<file path="src/rtl/lsu_align.sv">
// rtl/lsu_align.sv - RV32I load/store aligner: byte enables, lane replication, load extraction.
// Optional LSU_MISALIGN_TRAP_EN rejects misaligned or illegal-funct3 accesses with o_fault.
module lsu_align #(
    parameter int ADDR_W = 12
) (
    input  logic              clk,
    input  logic              rst_n,
    input  logic              i_start,
    input  logic              i_we,
    input  logic [ADDR_W-1:0] i_addr,
    input  logic [31:0]       i_wdata,
    input  logic [2:0]        i_funct3,
    output logic              o_busy,
    output logic              o_done,
    output logic [31:0]       o_rdata,
    output logic              o_fault,
    output logic              o_mem_req,
    input  logic              i_mem_gnt,
    output logic [ADDR_W-3:0] o_mem_addr,
    output logic              o_mem_we,
    output logic [3:0]        o_mem_be,
    output logic [31:0]       o_mem_wdata,
    input  logic              i_mem_rvalid,
    input  logic [31:0]       i_mem_rdata
);

    typedef enum logic [1:0] {IDLE, REQ, WAIT, DONE} state_t;

    state_t            state, next_state;
    logic              we_q;
    logic [1:0]        lo_q;
    logic [2:0]        f3_q;
    logic [ADDR_W-3:0] addr_q;
    logic [3:0]        be_q;
    logic [31:0]       wdata_q;
    logic [31:0]       rdata_q;

    logic [1:0]        size_c;    // 0 byte, 1 half, 2 word
    logic [3:0]        be_c;
    logic [31:0]       wdata_c;
    logic              reject_c;
    logic              accept;
    logic [7:0]        byte_sel;
    logic [15:0]       half_sel;
    logic [31:0]       load_ext;

    assign accept = (state == IDLE) && i_start;

    // Anything that is not a recognised B/H size is handled as a word access.
    always_comb begin
        size_c = 2'd2;
        case (i_funct3)
            3'b000:  size_c = 2'd0;
            3'b001:  size_c = 2'd1;
            3'b100:  size_c = i_we ? 2'd2 : 2'd0;
            3'b101:  size_c = i_we ? 2'd2 : 2'd1;
            default: size_c = 2'd2;
        endcase
    end

    always_comb begin
        be_c    = 4'b1111;
        wdata_c = i_wdata;
        case (size_c)
            2'd0: begin
                be_c    = 4'b0001 << i_addr[1:0];
                wdata_c = {4{i_wdata[7:0]}};
            end
            2'd1: begin
                be_c    = 4'b0011 << {i_addr[1], 1'b0};
                wdata_c = {2{i_wdata[15:0]}};
            end
            default: begin
                be_c    = 4'b1111;
                wdata_c = i_wdata;
            end
        endcase
    end

`ifdef LSU_MISALIGN_TRAP_EN
    logic fault_q;
    logic illegal_c;
    logic misalign_c;

    always_comb begin
        illegal_c  = (i_funct3 == 3'b011) || (i_funct3 == 3'b110) || (i_funct3 == 3'b111)
                   || (i_we && i_funct3[2]);
        misalign_c = ((size_c == 2'd1) && i_addr[0]) || ((size_c == 2'd2) && (i_addr[1:0] != 2'b00));
        reject_c   = illegal_c || misalign_c;
    end

    always_ff @(posedge clk or negedge rst_n) begin
        if (!rst_n) begin
            fault_q <= 1'b0;
        end else if (accept) begin
            fault_q <= reject_c;
        end
    end

    assign o_fault = fault_q && (state == DONE);
`else
    assign reject_c = 1'b0;
    assign o_fault  = 1'b0;
`endif

    always_ff @(posedge clk or negedge rst_n) begin
        if (!rst_n) begin
            state <= IDLE;
        end else begin
            state <= next_state;
        end
    end

    always_comb begin
        next_state = state;
        case (state)
            IDLE: if (i_start) next_state = reject_c ? DONE : REQ;
            REQ:  if (i_mem_gnt) next_state = we_q ? DONE : WAIT;
            WAIT: if (i_mem_rvalid) next_state = DONE;
            DONE: next_state = IDLE;
            default: next_state = IDLE;
        endcase
    end

    // Memory-side request fields are computed once at accept and held until grant.
    always_ff @(posedge clk or negedge rst_n) begin
        if (!rst_n) begin
            we_q    <= 1'b0;
            lo_q    <= 2'b00;
            f3_q    <= 3'b000;
            addr_q  <= '0;
            be_q    <= 4'b0000;
            wdata_q <= 32'h0;
        end else if (accept) begin
            we_q    <= i_we;
            lo_q    <= i_addr[1:0];
            f3_q    <= i_funct3;
            addr_q  <= i_addr[ADDR_W-1:2];
            be_q    <= be_c;
            wdata_q <= wdata_c;
        end
    end

    always_comb begin
        byte_sel = i_mem_rdata[{lo_q, 3'b000} +: 8];
        half_sel = lo_q[1] ? i_mem_rdata[31:16] : i_mem_rdata[15:0];
        case (f3_q)
            3'b000:  load_ext = {{24{byte_sel[7]}}, byte_sel};
            3'b100:  load_ext = {24'h0, byte_sel};
            3'b001:  load_ext = {{16{half_sel[15]}}, half_sel};
            3'b101:  load_ext = {16'h0, half_sel};
            default: load_ext = i_mem_rdata;
        endcase
    end

    always_ff @(posedge clk or negedge rst_n) begin
        if (!rst_n) begin
            rdata_q <= 32'h0;
        end else if ((state == WAIT) && i_mem_rvalid) begin
            rdata_q <= load_ext;
        end
    end

    assign o_busy      = (state != IDLE);
    assign o_done      = (state == DONE);
    assign o_mem_req   = (state == REQ);
    assign o_rdata     = rdata_q;
    assign o_mem_addr  = addr_q;
    assign o_mem_we    = we_q;
    assign o_mem_be    = be_q;
    assign o_mem_wdata = wdata_q;

endmodule
</file>
<file path="config.mk">
export PLATFORM = sky130hd
export DESIGN_NAME = lsu_align
export DESIGN_NICKNAME = d
export VERILOG_FILES = /design/src/rtl/lsu_align.sv
export SDC_FILE = /design/constraint.sdc
export NUM_CORES = 1
export LEC_CHECK = 0
export ABC_AREA = 1
export ABC_CLOCK_PERIOD_IN_PS = 3720
export BUFFER_PORTS_ARGS = -buffer_cell sky130_fd_sc_hd__buf_4
export CAP_MARGIN = 15
export CORE_ASPECT_RATIO = 0.6
export CORE_UTILIZATION = 53
export DETAILED_ROUTE_END_ITERATION = 12
export GPL_ROUTABILITY_DRIVEN = 1
export GPL_TIMING_DRIVEN = 1
export PLACE_DENSITY = 0.93
export SLEW_MARGIN = 0
export SYNTH_ARGS = -nofsm -noshare
export SYNTH_HDL_FRONTEND = slang
export SYNTH_SLANG_ARGS = --single-unit
</file>
<file path="constraint.sdc">
create_clock -name clk -period 3.72 [get_ports clk]
set_input_delay 0.558 -clock clk [delete_from_list [all_inputs] [get_ports clk]]
set_output_delay 0.558 -clock clk [all_outputs]
set_load 0.01 [all_outputs]
</file>
# Word-level counts from Yosys, hierarchy flattened
# Index checks and enable logic that the tools add are counted.
# classes
n_eq_ne	13
shifts	3
muxes	12
reduce_logical	8
# op_table
operator	count
32-bit one-hot mux with 4 select lines	1
32-bit one-hot mux with 2 select lines	1
32-bit by 6-bit variable part select with 8-bit output	1
16-bit 2-to-1 mux	1
2-bit one-hot mux with 4 select lines	2
3-bit == test (second input constant)	4
2-bit 2-to-1 mux	5
4-bit one-hot mux with 2 select lines	1
3-bit by 1-bit == test with 1-bit output (second input constant)	2
3-bit logical NOT	2
2-bit by 1-bit == test with 1-bit output (second input constant)	2
2-bit == test (second input constant)	2
2-bit logical NOT	2
2-bit inequality test (second input constant)	2
1-bit by 2-bit left shift with 4-bit output (first input constant)	1
2-bit by 2-bit left shift with 4-bit output (first input constant)	1
3-bit AND reduction	1
1-bit logical AND	2
2-bit by 1-bit inequality test with 1-bit output (second input constant)	1
2-bit nonzero test	1
1-bit 2-to-1 mux	1
# totals
register_bits	86
input_bits	85
output_inout_bits	83
wordCells	44

# Depth between registers and ports, before layout
# logic_depth
ltp_word	4
depth_mapped	10
depth_no_buf	8

# Least setup slack after synthesis
# No wires, ideal clock.
# synth_timing
path_kind	reg2reg
startpoint	register state[0]
endpoint	register rdata_q[29], in the netlist o_rdata[29]
setup_time_ns	0.113
t_arrival_ns	1.346
required_time_ns	3.607
setup_slack_ns	2.261
path_stages_with_launch	9
n_path_buf	1
period_less_slack_ns	1.459
cell_sequence	dfrtp_1 inv_1 ha_1 nand2_1 inv_1 buf_2 or2_2 nand2_1 inv_1
# synth_via
elab_chain_len	2
# synth_lines
item	line_no	source
start: declaration	29	state_t state, next_state;
start signal: assignment	110	state <= next_state;
2-bit == test	159	end else if ((state == WAIT) && i_mem_rvalid) begin
1-bit logical AND	159	
end signal: assignment	160	rdata_q <= load_ext;
end: declaration	36	logic [31:0] rdata_q;
# Every way passes these cells.
# A chain may end at the register's enable or synchronous reset.

# Final worst setup path
# layout_timing
startpoint	register state[0]
endpoint	register wdata_q[23], in the netlist o_mem_wdata[23]
# layout_via
elab_chain_len	2
# layout_lines
item	line_no	source
2-bit logical NOT	47	assign accept = (state == IDLE) && i_start;
1-bit logical AND	47	
end signal: assignment	140	wdata_q <= wdata_c;
end: declaration	35	logic [31:0] wdata_q;
# Every way passes these cells.

==> key figures <==
Outcome
  – Status: completed

GRT
  – Most crowded layer after global routing: met2
  – Number of global-route vias before repair: between 4000 and 5000
  – Global Route Usage Sum: 0.309
  – Grt met3 use: 0.0852
  – Met1 Usage GRT: 0.424
  – First-pass GRT wire length: ~21000 um
  – Largest net degree at the start of global routing: 87
  – Gr ovfl total: 0
  – GR Util met2: 0.477
  – Antenna violations before repair: 0

STA
  – TNS Setup: 0 ns
  – RSZ-0062 raised after global routing: false
  – Hold Vio Cnt, Final: 0
  – Setup Skew: 0.00666 ns
  – Final Max Tran Viols: 0
  – Min cycle time layout: 2.20 ns
  – Peak Freq: 455 MHz
  – Setup violations, final: 0
  – Slew headroom: 0.587
  – Final Cycle Share: 0.590
  – Slew at the pin with the worst max-slew slack: 0.620 ns

Clock network
  – PostCTS Resize Cnt: 0
  – Clk sink count: 86
  – CTS tree: done
  – CTS clock-pin slew for the worst setup and hold paths: 0.06 ns
  – Clock root buffer: clkbuf_16
  – Hold buffers post-CTS: 0
  – Post-CTS repair timing setup buffer count: 0
  – TritonCTS Buffers: 9
  – Clock latency at the later pin of the worst-skew pair: 0.34 ns
  – CTS Buffer Depth: 2
  – H-tree Lvls: 3

Synth
  – Ranking of synthesized cells by area: dfrtp_1 (48%), nand2_1 (17%), inv_1 (4.7%)
  – Cell count after synthesis: roughly 580
  – Register area share after synthesis: 0.482
  – Syn_area_per_cell: a little under 8 um2
  – Synth Net Count: 666
  – Synthesis Warnings: 0
  – Netlist Area Pre-Place: roughly 4500 um2
  – Yosys top cell by area: dfrtp_1
  – Distinct cells, synth: 24
  – Synth top area share: 0.482
  – Synth Register Bits: 86

Floorplanning
  – Cell Rows: 25
  – Die span in x: 121 um
  – Core Region: around 8000 um2
  – Area of the die: 8810 um2
  – Die Ht: 73.1 um
  – Io pins: 168
  – Starting Density: 0.558

Critical path
  – CP arrival: ~2.5 ns
  – Reg2reg end: o_mem_wdata[23]
  – FF-to-FF setup slack: between 1.5 and 2 ns
  – Crit-path max FO: 30
  – Cell mode on critical path: inv_1
  – Critical path's slowest cell: dfrtp_1
  – Max incr delay on CP: around 0.40 ns
  – Setup CP Type: flip-flop to flip-flop
  – Register-to-Register Path Depth: 7
  – Setup crit end kind: flip-flop
  – Critical Path Source Type: flip-flop
  – Reg-to-reg startpoint: state[0]
  – Worst path cell trace: inv_1 > ha_1 > nand2_2 > buf_4 > nor2_1 > inv_1 > o211ai_1
  – Data required, critical path: 3.97 ns

Detailed routing
  – Post-Route WL: between 10000 and 15000 um
  – Average wire per standard cell: 15.5 um
  – Drt pass-1 iters: 5
  – Total number of vias: approximately 4400
  – Starting DRT DRC Count: 380
  – Via/cell ratio: roughly 5.3
  – DR DRC count: 0
  – ANT nets after route: 0

Layout
  – Commonest non-fill, non-tap cell in the layout: nand2_1
  – Share of cells above drive strength 1: 0.307
  – Final Non-Filler Cells: 840
  – # diodes: 0
  – Most frequent cells in the layout: nand2_1 (198), buf_4 (170), dfrtp_1 (86), inv_1 (56)
  – Fin nets: 818
  – Final Cell Area: 6030 um2
  – Area growth from synthesis to layout: 35.0%

Min path
  – Min-Delay Path Class: input port to async pin

Placed design
  – RePlAce Congestion: 0.924
  – DP Cell Count: 824
  – HPWL Detailed: 9510 um
  – Placed inst area: 5700 um2
  – Number of buffers added on ports: 166

Power and ir drop
  – Pwr dens: 841 nW/um2
  – Leak pwr: 3.28 nW
  – Peak VDD IR: between 0.4 and 0.5 mV

Job
  – # Max-Cap Violations: 0
-- routing by layer --
metal	up-vias	wire length, um
li1	2121	-
met1	2065	5730
met2	215	5860
met3	27	1160
met4	0	240
met5	-	0
-- Yosys cell counts, drive strengths merged --
cell    count
ha          5
or2        17
o21ai      41
a31oi       8
a21oi      41
nand3      43
nor2       31
clkbuf     14
o22ai       1
nand2     206
buf        16
inv        58
o211ai      8
dfrtp      86
conb        1
-- worst max path at each step --
stage / startpoint / endpoint / slack [ns] / cells past startpoint
CTS: state[0] / o_mem_wdata[23] / 1.55 / 7
global placement: i_mem_rvalid / o_rdata[19] / 1.69 / 7
finish: state[0] / o_mem_wdata[23] / 1.52 / 7
detailed placement: state[0] / o_rdata[24] / 1.57 / 8
floorplan: state[0] / o_rdata[29] / 2.26 / 8
global route: state[0] / o_rdata[24] / 1.33 / 8
-- kinds of logic (layout without fill, tap and decap cells) --
| group | count (synthesis) | in the layout | share of synthesized area |
|---|---|---|---|
| flip-flops | 86 | 86 | 0.482 |
| other | 1 | 1 | 0.000840 |
| adder cells (fa/ha/maj) | 5 | 5 | 0.0140 |
| AND/OR/NAND/NOR | 297 | 297 | 0.295 |
| buffers and inverters | 88 | 244 | 0.0902 |
| AO/OA/AOI/OAI | 99 | 99 | 0.118 |
-- registers in the layout, indices dropped and copies added, names as in the netlist --
signal and cells:
o_mem_wdata 32, state 2, f3_q 3, o_mem_be 4, o_mem_we 1, o_mem_addr 10, o_rdata 32, lo_q 2
-- through the flow --
stage                     worst slack (ns)  total power [W]  hold WS (ns)  utilization
after detailed placement              1.57          0.00411         0.471        0.712
after global placement                1.69          0.00400         0.465        0.712
after CTS                             1.55          0.00507         0.404        0.750
after global routing                  1.33          0.00544        0.0624        0.753
final                                 1.52          0.00507        0.0603        0.753
after floorplan                       2.26          0.00309         0.262            -
-- worst max-delay path, delay by kind of cell, from the launching register on --
family	cells	cell delay [ns]
and+or+nand+nor	2	0.53
AOI/OAI and AO/OA	1	0.22
adders and majority gates	1	0.24
buffers and inverters	3	0.71
DFF	1	0.40
-- cell type report --
class                      count  area, um2
inverter                      58        223
fill                         605       1980
tap                          108        135
clock inverter                 4       72.6
clock buffer                  11        233
multi-input combinational    402       1910
sequential                    86       2150
timing repair buffer         171       1300
-- where the power goes --
group | internal [W] | leakage [nW] | switching [W]
Clock | 0.000584 | 0.146 | 0.000359
Sequential | 0.00139 | 1.04 | 0.000315
Combinational | 0.00108 | 2.10 | 0.00135
Total | 0.00305 | 3.28 | 0.00202
(Power assumes the default switching activity.)
